<file path="config.mk">
export PLATFORM = sky130hd
export DESIGN_NAME = conv2d_scheduler_flat
export DESIGN_NICKNAME = d
export VERILOG_FILES = /design/src/rtl/conv_pkg.sv /design/src/rtl/conv2d_scheduler_if.sv /design/src/rtl/conv_tap_addr_gen.sv /design/src/rtl/conv2d_scheduler.sv /design/src/flat_wrapper.sv
export SDC_FILE = /design/constraint.sdc
export NUM_CORES = 1
export LEC_CHECK = 0
export BUFFER_PORTS_ARGS = -buffer_cell sky130_fd_sc_hd__buf_2
export CAP_MARGIN = 25
export CORE_ASPECT_RATIO = 0.75
export CORE_MARGIN = 2
export CORE_UTILIZATION = 30
export CTS_CLUSTER_SIZE = 12
export DETAILED_ROUTE_END_ITERATION = 6
export GPL_TIMING_DRIVEN = 0
export PLACE_DENSITY = 0.5
export SYNTH_ARGS = -nofsm -noshare
export SYNTH_HDL_FRONTEND = slang
export SYNTH_HIERARCHICAL = 1
export SYNTH_SLANG_ARGS = --single-unit
</file>
<file path="constraint.sdc">
create_clock -name clk -period 9.18 [get_ports clk]
set_input_delay 0.918 -clock clk [delete_from_list [all_inputs] [get_ports clk]]
set_output_delay 0.918 -clock clk [all_outputs]
set_load 0.005 [all_outputs]
</file>
<file path="src/rtl/conv_pkg.sv">
// conv_pkg: shared state encoding and geometry helpers for the conv2d scheduler
package conv_pkg;

    typedef enum logic [2:0] {IDLE, FETCH, DRAIN, EMIT, DONE} state_t;

    // Counter and address width: clog2 of the range, never below one bit
    function automatic int cw(input int n);
        return n > 1 ? $clog2(n) : 1;
    endfunction

    // Output edge length for a fully covered input edge
    function automatic int out_dim(input int d, input int k, input int s);
        return (d - k) / s + 1;
    endfunction

    function automatic int taps(input int ic, input int k);
        return ic * k * k;
    endfunction

    localparam int OUT_W = out_dim(64, 3, 1);
    localparam int OUT_H = out_dim(64, 3, 1);
    localparam int TAPS  = taps(1, 3);

endpackage

</file>
<file path="src/rtl/conv2d_scheduler_if.sv">
// conv2d_scheduler_if: control, RAM address and result handshake bundle of the scheduler
interface conv2d_scheduler_if
    import conv_pkg::*;
#(
    parameter int IAW = cw(64 * 64 * 1),
    parameter int WAW = cw(TAPS * 30),
    parameter int OAW = cw(OUT_W * OUT_H * 30)
) ();
    logic           start;
    logic           enable;
    logic           busy;
    logic           done;
    logic           in_rd_en;
    logic [IAW-1:0] in_addr;
    logic [WAW-1:0] w_addr;
    logic           mac_valid;
    logic           mac_first;
    logic           mac_last;
    logic           out_valid;
    logic [OAW-1:0] out_addr;
    logic           out_ready;

    modport master (
        input  start, enable, out_ready,
        output busy, done, in_rd_en, in_addr, w_addr,
               mac_valid, mac_first, mac_last, out_valid, out_addr
    );

    modport slave (
        output start, enable, out_ready,
        input  busy, done, in_rd_en, in_addr, w_addr,
               mac_valid, mac_first, mac_last, out_valid, out_addr
    );
endinterface

</file>
<file path="src/rtl/conv_tap_addr_gen.sv">
// conv_tap_addr_gen: c/i/j tap walker producing the input and kernel address of the next tap
module conv_tap_addr_gen
    import conv_pkg::*;
#(
    parameter int IW  = 64,
    parameter int IH  = 64,
    parameter int IC  = 1,
    parameter int K   = 3,
    parameter int IAW = 12,
    parameter int WAW = 9
) (
    input  logic           clk,
    input  logic           reset_n,
    input  logic           clear,
    input  logic           advance,
    input  logic [IAW-1:0] in_base,
    input  logic [WAW-1:0] w_base,
    output logic [IAW-1:0] in_tap,
    output logic [WAW-1:0] w_tap,
    output logic           first_tap,
    output logic           last_tap
);
    localparam int CW = cw(IC);
    localparam int KW = cw(K);

    logic [CW-1:0] c;
    logic [KW-1:0] i, j;
    logic          c_end, i_end, j_end;

    // Tap position flags and window base plus channel-major tap offset
    always_comb begin
        j_end     = j == KW'(K - 1);
        i_end     = i == KW'(K - 1);
        c_end     = c == CW'(IC - 1);
        first_tap = (c == '0) && (i == '0) && (j == '0);
        last_tap  = c_end && i_end && j_end;
        in_tap    = in_base + IAW'(32'(c) * IW * IH + 32'(i) * IW + 32'(j));
        w_tap     = w_base + WAW'(32'(c) * K * K + 32'(i) * K + 32'(j));
    end

    // j innermost, then i, then c; wraps to tap 0 after the last tap of a window
    always_ff @(posedge clk) begin
        if (!reset_n || clear) begin
            c <= '0;
            i <= '0;
            j <= '0;
        end else if (advance) begin
            j <= j_end ? '0 : j + KW'(1);
            if (j_end) begin
                i <= i_end ? '0 : i + KW'(1);
                if (i_end) c <= c_end ? '0 : c + CW'(1);
            end
        end
    end

endmodule

</file>
<file path="src/rtl/conv2d_scheduler.sv">
// conv2d_scheduler: layer-pass FSM, window counters and registered MAC/output strobes
module conv2d_scheduler
    import conv_pkg::*;
#(
    parameter int INPUT_WIDTH    = 64,
    parameter int INPUT_HEIGHT   = 64,
    parameter int INPUT_CHANNELS = 1,
    parameter int WINDOW_SIZE    = 3,
    parameter int NUM_NEURONS    = 30,
    parameter int STRIDE         = 1
) (
    input logic                clk,
    input logic                reset_n,
    conv2d_scheduler_if.master bus
);
    localparam int OW  = out_dim(INPUT_WIDTH, WINDOW_SIZE, STRIDE);
    localparam int OH  = out_dim(INPUT_HEIGHT, WINDOW_SIZE, STRIDE);
    localparam int T   = taps(INPUT_CHANNELS, WINDOW_SIZE);
    localparam int IAW = cw(INPUT_WIDTH * INPUT_HEIGHT * INPUT_CHANNELS);
    localparam int WAW = cw(T * NUM_NEURONS);
    localparam int OAW = cw(OW * OH * NUM_NEURONS);
    localparam int XW  = cw(OW);
    localparam int YW  = cw(OH);
    localparam int NW  = cw(NUM_NEURONS);

    state_t         state, state_n;
    logic           issue, first_tap, last_tap, tap_first_q, tap_last_q;
    logic           ox_end, oy_end, n_end, win_last, last_win;
    logic [XW-1:0]  ox;
    logic [YW-1:0]  oy;
    logic [NW-1:0]  n;
    logic [IAW-1:0] in_base, in_tap;
    logic [WAW-1:0] w_base, w_tap;

    conv_tap_addr_gen #(
        .IW (INPUT_WIDTH),
        .IH (INPUT_HEIGHT),
        .IC (INPUT_CHANNELS),
        .K  (WINDOW_SIZE),
        .IAW(IAW),
        .WAW(WAW)
    ) u_tap (
        .clk      (clk),
        .reset_n  (reset_n),
        .clear    (state == DONE),
        .advance  (issue),
        .in_base  (in_base),
        .w_base   (w_base),
        .in_tap   (in_tap),
        .w_tap    (w_tap),
        .first_tap(first_tap),
        .last_tap (last_tap)
    );

    // State register
    always_ff @(posedge clk) state <= !reset_n ? IDLE : state_n;

    // Next state: FETCH leaves once the last tap of the window is on the bus
    always_comb begin
        state_n = state;
        case (state)
            IDLE:    state_n = bus.start ? FETCH : IDLE;
            FETCH:   state_n = tap_last_q ? DRAIN : FETCH;
            DRAIN:   state_n = EMIT;
            EMIT:    state_n = !bus.out_ready ? EMIT : last_win ? DONE : FETCH;
            DONE:    state_n = IDLE;
            default: state_n = IDLE;
        endcase
    end

    // Output decode: a tap issues on every edge that lands in FETCH with enable high
    always_comb begin
        issue    = bus.enable && state_n == FETCH;
        ox_end   = ox == XW'(OW - 1);
        oy_end   = oy == YW'(OH - 1);
        n_end    = n == NW'(NUM_NEURONS - 1);
        win_last = ox_end && oy_end && n_end;
        in_base  = IAW'(32'(oy) * STRIDE * INPUT_WIDTH + 32'(ox) * STRIDE);
        w_base   = WAW'(32'(n) * T);
    end

    // Registered strobes and addresses; the window advances in DRAIN so EMIT can restart FETCH directly
    always_ff @(posedge clk) begin
        if (!reset_n) begin
            bus.busy      <= 1'b0;
            bus.done      <= 1'b0;
            bus.in_rd_en  <= 1'b0;
            bus.in_addr   <= '0;
            bus.w_addr    <= '0;
            bus.mac_valid <= 1'b0;
            bus.mac_first <= 1'b0;
            bus.mac_last  <= 1'b0;
            bus.out_valid <= 1'b0;
            bus.out_addr  <= '0;
            tap_first_q   <= 1'b0;
            tap_last_q    <= 1'b0;
            last_win      <= 1'b0;
            ox            <= '0;
            oy            <= '0;
            n             <= '0;
        end else begin
            bus.busy      <= state_n != IDLE;
            bus.done      <= state_n == DONE;
            bus.out_valid <= state_n == EMIT;
            bus.in_rd_en  <= issue;
            tap_first_q   <= issue && first_tap;
            tap_last_q    <= issue && last_tap;
            bus.mac_valid <= bus.in_rd_en;
            bus.mac_first <= tap_first_q;
            bus.mac_last  <= tap_last_q;
            if (issue) begin
                bus.in_addr <= in_tap;
                bus.w_addr  <= w_tap;
            end
            if (state == DRAIN) begin
                bus.out_addr <= OAW'(32'(n) * OW * OH + 32'(oy) * OW + 32'(ox));
                last_win     <= win_last;
                ox           <= ox_end ? '0 : ox + XW'(1);
                if (ox_end) begin
                    oy <= oy_end ? '0 : oy + YW'(1);
                    if (oy_end) n <= n_end ? '0 : n + NW'(1);
                end
            end
        end
    end

endmodule
</file>
<file path="src/flat_wrapper.sv">
// flat-port wrapper written by rule: the top's interface ports become plain ports
module conv2d_scheduler_flat import conv_pkg::*;
#(
    parameter int INPUT_WIDTH    = 64,
    parameter int INPUT_HEIGHT   = 64,
    parameter int INPUT_CHANNELS = 1,
    parameter int WINDOW_SIZE    = 3,
    parameter int NUM_NEURONS    = 30,
    parameter int STRIDE         = 1
)
  (clk, reset_n, bus_start, bus_enable, bus_out_ready, bus_busy, bus_done, bus_in_rd_en, bus_in_addr, bus_w_addr, bus_mac_valid, bus_mac_first, bus_mac_last, bus_out_valid, bus_out_addr);
  conv2d_scheduler_if bus_i ();
  input logic clk;
  input logic reset_n;
  input wire logic [$bits(bus_i.start)-1:0] bus_start;
  input wire logic [$bits(bus_i.enable)-1:0] bus_enable;
  input wire logic [$bits(bus_i.out_ready)-1:0] bus_out_ready;
  output wire logic [$bits(bus_i.busy)-1:0] bus_busy;
  output wire logic [$bits(bus_i.done)-1:0] bus_done;
  output wire logic [$bits(bus_i.in_rd_en)-1:0] bus_in_rd_en;
  output wire logic [$bits(bus_i.in_addr)-1:0] bus_in_addr;
  output wire logic [$bits(bus_i.w_addr)-1:0] bus_w_addr;
  output wire logic [$bits(bus_i.mac_valid)-1:0] bus_mac_valid;
  output wire logic [$bits(bus_i.mac_first)-1:0] bus_mac_first;
  output wire logic [$bits(bus_i.mac_last)-1:0] bus_mac_last;
  output wire logic [$bits(bus_i.out_valid)-1:0] bus_out_valid;
  output wire logic [$bits(bus_i.out_addr)-1:0] bus_out_addr;
  assign bus_i.start = bus_start;
  assign bus_i.enable = bus_enable;
  assign bus_i.out_ready = bus_out_ready;
  assign bus_busy = bus_i.busy;
  assign bus_done = bus_i.done;
  assign bus_in_rd_en = bus_i.in_rd_en;
  assign bus_in_addr = bus_i.in_addr;
  assign bus_w_addr = bus_i.w_addr;
  assign bus_mac_valid = bus_i.mac_valid;
  assign bus_mac_first = bus_i.mac_first;
  assign bus_mac_last = bus_i.mac_last;
  assign bus_out_valid = bus_i.out_valid;
  assign bus_out_addr = bus_i.out_addr;
  conv2d_scheduler #(.INPUT_WIDTH(INPUT_WIDTH), .INPUT_HEIGHT(INPUT_HEIGHT), .INPUT_CHANNELS(INPUT_CHANNELS), .WINDOW_SIZE(WINDOW_SIZE), .NUM_NEURONS(NUM_NEURONS), .STRIDE(STRIDE)) u_core (.clk(clk), .reset_n(reset_n), .bus(bus_i));
endmodule
</file>
==> results_dict.tcl <==
set metrics [dict create \
    clock_latency_ps 340 \
    grt_first_pass_wirelength_um 25900 \
    syn_area_mm2 0.00686 \
    synth-seq-cells 72 \
    drt_wl_total_um 15800 \
    area_growth_pct 13.7 \
    place_inst 1122 \
    yosys_warnings 6 \
    postCtsSetupBuffers 0 \
    min_path_type "flip-flop to flip-flop" \
    async_flop_share 0 \
    tightest_slew_ps 778 \
    crit_path_max_incr_delay_ps 640 \
    detail_route.wl_per_cell_um 13.9 \
    power_uw 735 \
    synthCells 779 \
    clk_pin_slew_ps 60 \
    gp_congestion 0.781 \
    grt_max_degree 15 \
    synth_edf_count 0 \
    synth_nets 933 \
    portBuffers 49 \
    power.density_mw_per_mm2 94.2 \
    layout.cells.non_filler 1138 \
    h-tree-depth 3 \
    r2r_setup_slack_ps 1260 \
    drt_iter0_markers 299 \
    first_global_vias 5013 \
    grt_use_total 0.136 \
    vias 5290 \
    cpLargestDelayFamily "adder cells" \
    status "complete, no violations" \
    tns_ps 0 \
    timing.final.crit_share 0.863 \
    drc 0 \
    critPathLaunchType "flip-flop" \
    min_period_ps 7920 \
    slowest_stage "dfxtp_1" \
    slew_viol_final 0 \
    final_cell_mix "ha_1, inv_1, nor2_1, dfxtp_1, a21oi_1" \
    path_buf_inv 3 \
    antenna_found_initial 0 \
    nets 993 \
    crit_fanout 11 \
    start_util 0.308 \
    row_count 47 \
    cts-root-buf "clkbuf_16" \
    vias_per_cell 4.65 \
    fin_skew_ps 11.2 \
    ys_types 57 \
    ys_seq_area_frac 0.210 \
    slew_headroom 0.477 \
    ant_nets 0 \
    core_area_mm2 0.0223 \
    cts_tree "done" \
    post_cts_resized 0 \
    syn_area_per_cell_um2 8.81 \
    grt_overflow 0 \
    numCtsBuffers 9 \
    firstDrtPassIters 5 \
    crit_type "flip-flop to flip-flop" \
    fmax_mhz 126 \
    num_io_pins 50 \
    antenna_cells 0 \
    ys.flop_type "dfxtp_1" \
    final_common_cell "ha_1" \
    cts_buffer_depth 2 \
    hold_violations 0 \
    die_y_um 135 \
    die_area_mm2 0.0241 \
    finalSetupViolCount 0 \
    cts.sinks 72 \
    cellLeakagePower_nw 3.97 \
    critPathRequiredTime_ps 9370 \
    drive_gt1_frac 0.0972 \
    rsz0062_at_grt "false" \
    irDropWorstVdd_mv 0.0898 \
    worst-endpoint-arrival_ps 8110 \
    dp_hpwl_um 12800 \
    fp.dieW_um 179 \
    cp-end-kind "flip-flop" \
    hold_buffers 0 \
    fin_util 0.350 \
    maxCapViolCount 0 \
]
cell type report:
type,count,area (µm²)
clock buffer,9,225
clock inverter,7,103
tap,294,368
sequential,72,1440
fill,2304,14500
timing repair buffer,49,245
inverter,86,323
buffer,14,57.6
multi-input combinational,607,5040
power breakdown:
part | total [mW] | internal (mW) | leakage (nW) | switching (mW)
logic | 0.0256 | 0.00885 | 3.23 | 0.0168
clock network | 0.393 | 0.242 | 0.162 | 0.151
registers | 0.317 | 0.315 | 0.581 | 0.00193
worst reg2reg max path, delay by kind of cell (launching register included):
kind | cells | cell delay (ps)
xor+xnor | 4 | 1050
fa+ha+maj | 10 | 4260
compound gates | 7 | 1400
flops | 1 | 640
simple gates | 3 | 270
buf+inv | 3 | 170
path summary, 6_finish.rpt:
check                                         from                 endpoint  cells after the start
worst max-delay path                   u_core/n[2]  u_core/bus.out_addr[15]                     27
worst min-delay path            u_core/tap_first_q     u_core/bus.mac_first                      1
worst max register to register         u_core/n[2]  u_core/bus.out_addr[15]                     27
worst min register to register  u_core/tap_first_q     u_core/bus.mac_first                      1
through the flow:
stage                     hold slack (ps)  instance area, µm²  setup WS [ps]
after floorplan                       412                6860           2090
after global placement                421                7480           1250
after detailed placement              422                7480           1260
after CTS                             437                7800           1210
after global routing                  459                7800            783
final                                 433                7800           1260
registers in the layout (all words and copies together), names as in the netlist, 2 cells and up:
name / flops
u_core/bus.out_addr: 17
u_core/bus.in_addr: 12
u_core/bus.w_addr: 9
u_core/ox: 6
u_core/oy: 6
u_core/n: 5
u_core/state: 3
u_core/u_tap/i: 2
u_core/u_tap/j: 2
cells by family after synthesis:
group	count (synthesis)	synth area share
AO/OA/AOI/OAI	153	0.142
XOR/XNOR	74	0.0966
adder cells (fa/ha/maj)	149	0.314
buffers and inverters	100	0.0554
flip-flops	72	0.210
multiplexers	26	0.0381
AND/OR/NAND/NOR	205	0.144
layer usage:
layer / global-route usage / share of wire / up-vias / routed length, µm
met3: 0.0256 / 0.041 / 2 / 650
met2: 0.189 / 0.39 / 85 / 6090
met5: 0 / 0 / - / 0
met4: 0.0217 / 0.0034 / 0 / 53
met1: 0.216 / 0.57 / 2425 / 8970
li1: - / - / 2778 / -
cell usage after synthesis, drive strengths merged, types with 2 or more instances:
cell type / n / area [µm²]
dfxtp: 72 / 1440
o2111ai: 4 / 35.0
o21ai: 29 / 145
a41oi: 2 / 17.5
o21bai: 5 / 37.5
a31o: 2 / 17.5
and2: 10 / 62.6
nand4: 6 / 37.5
xnor2: 52 / 470
nor3: 15 / 85.1
xor2: 22 / 193
mux2i: 25 / 250
nand3b: 3 / 22.5
nor2: 78 / 293
nor4: 2 / 12.5
buf: 4 / 20.0
nand4b: 3 / 26.3
o211ai: 3 / 27.5
and4: 2 / 17.5
clkbuf: 10 / 37.5
a31oi: 5 / 31.3
nor3b: 4 / 30.0
nand2: 41 / 154
inv: 86 / 323
nand2b: 5 / 31.3
nor2b: 6 / 37.5
or3: 5 / 36.3
fa: 39 / 781
a211oi: 9 / 67.6
a211o: 2 / 17.5
and3: 7 / 48.8
o21a: 6 / 45.0
a21oi: 61 / 309
a21o: 12 / 90.1
a21boi: 3 / 22.5
ha: 110 / 1380
nand3: 16 / 80.1
Power figures use the tool's default switching activity.
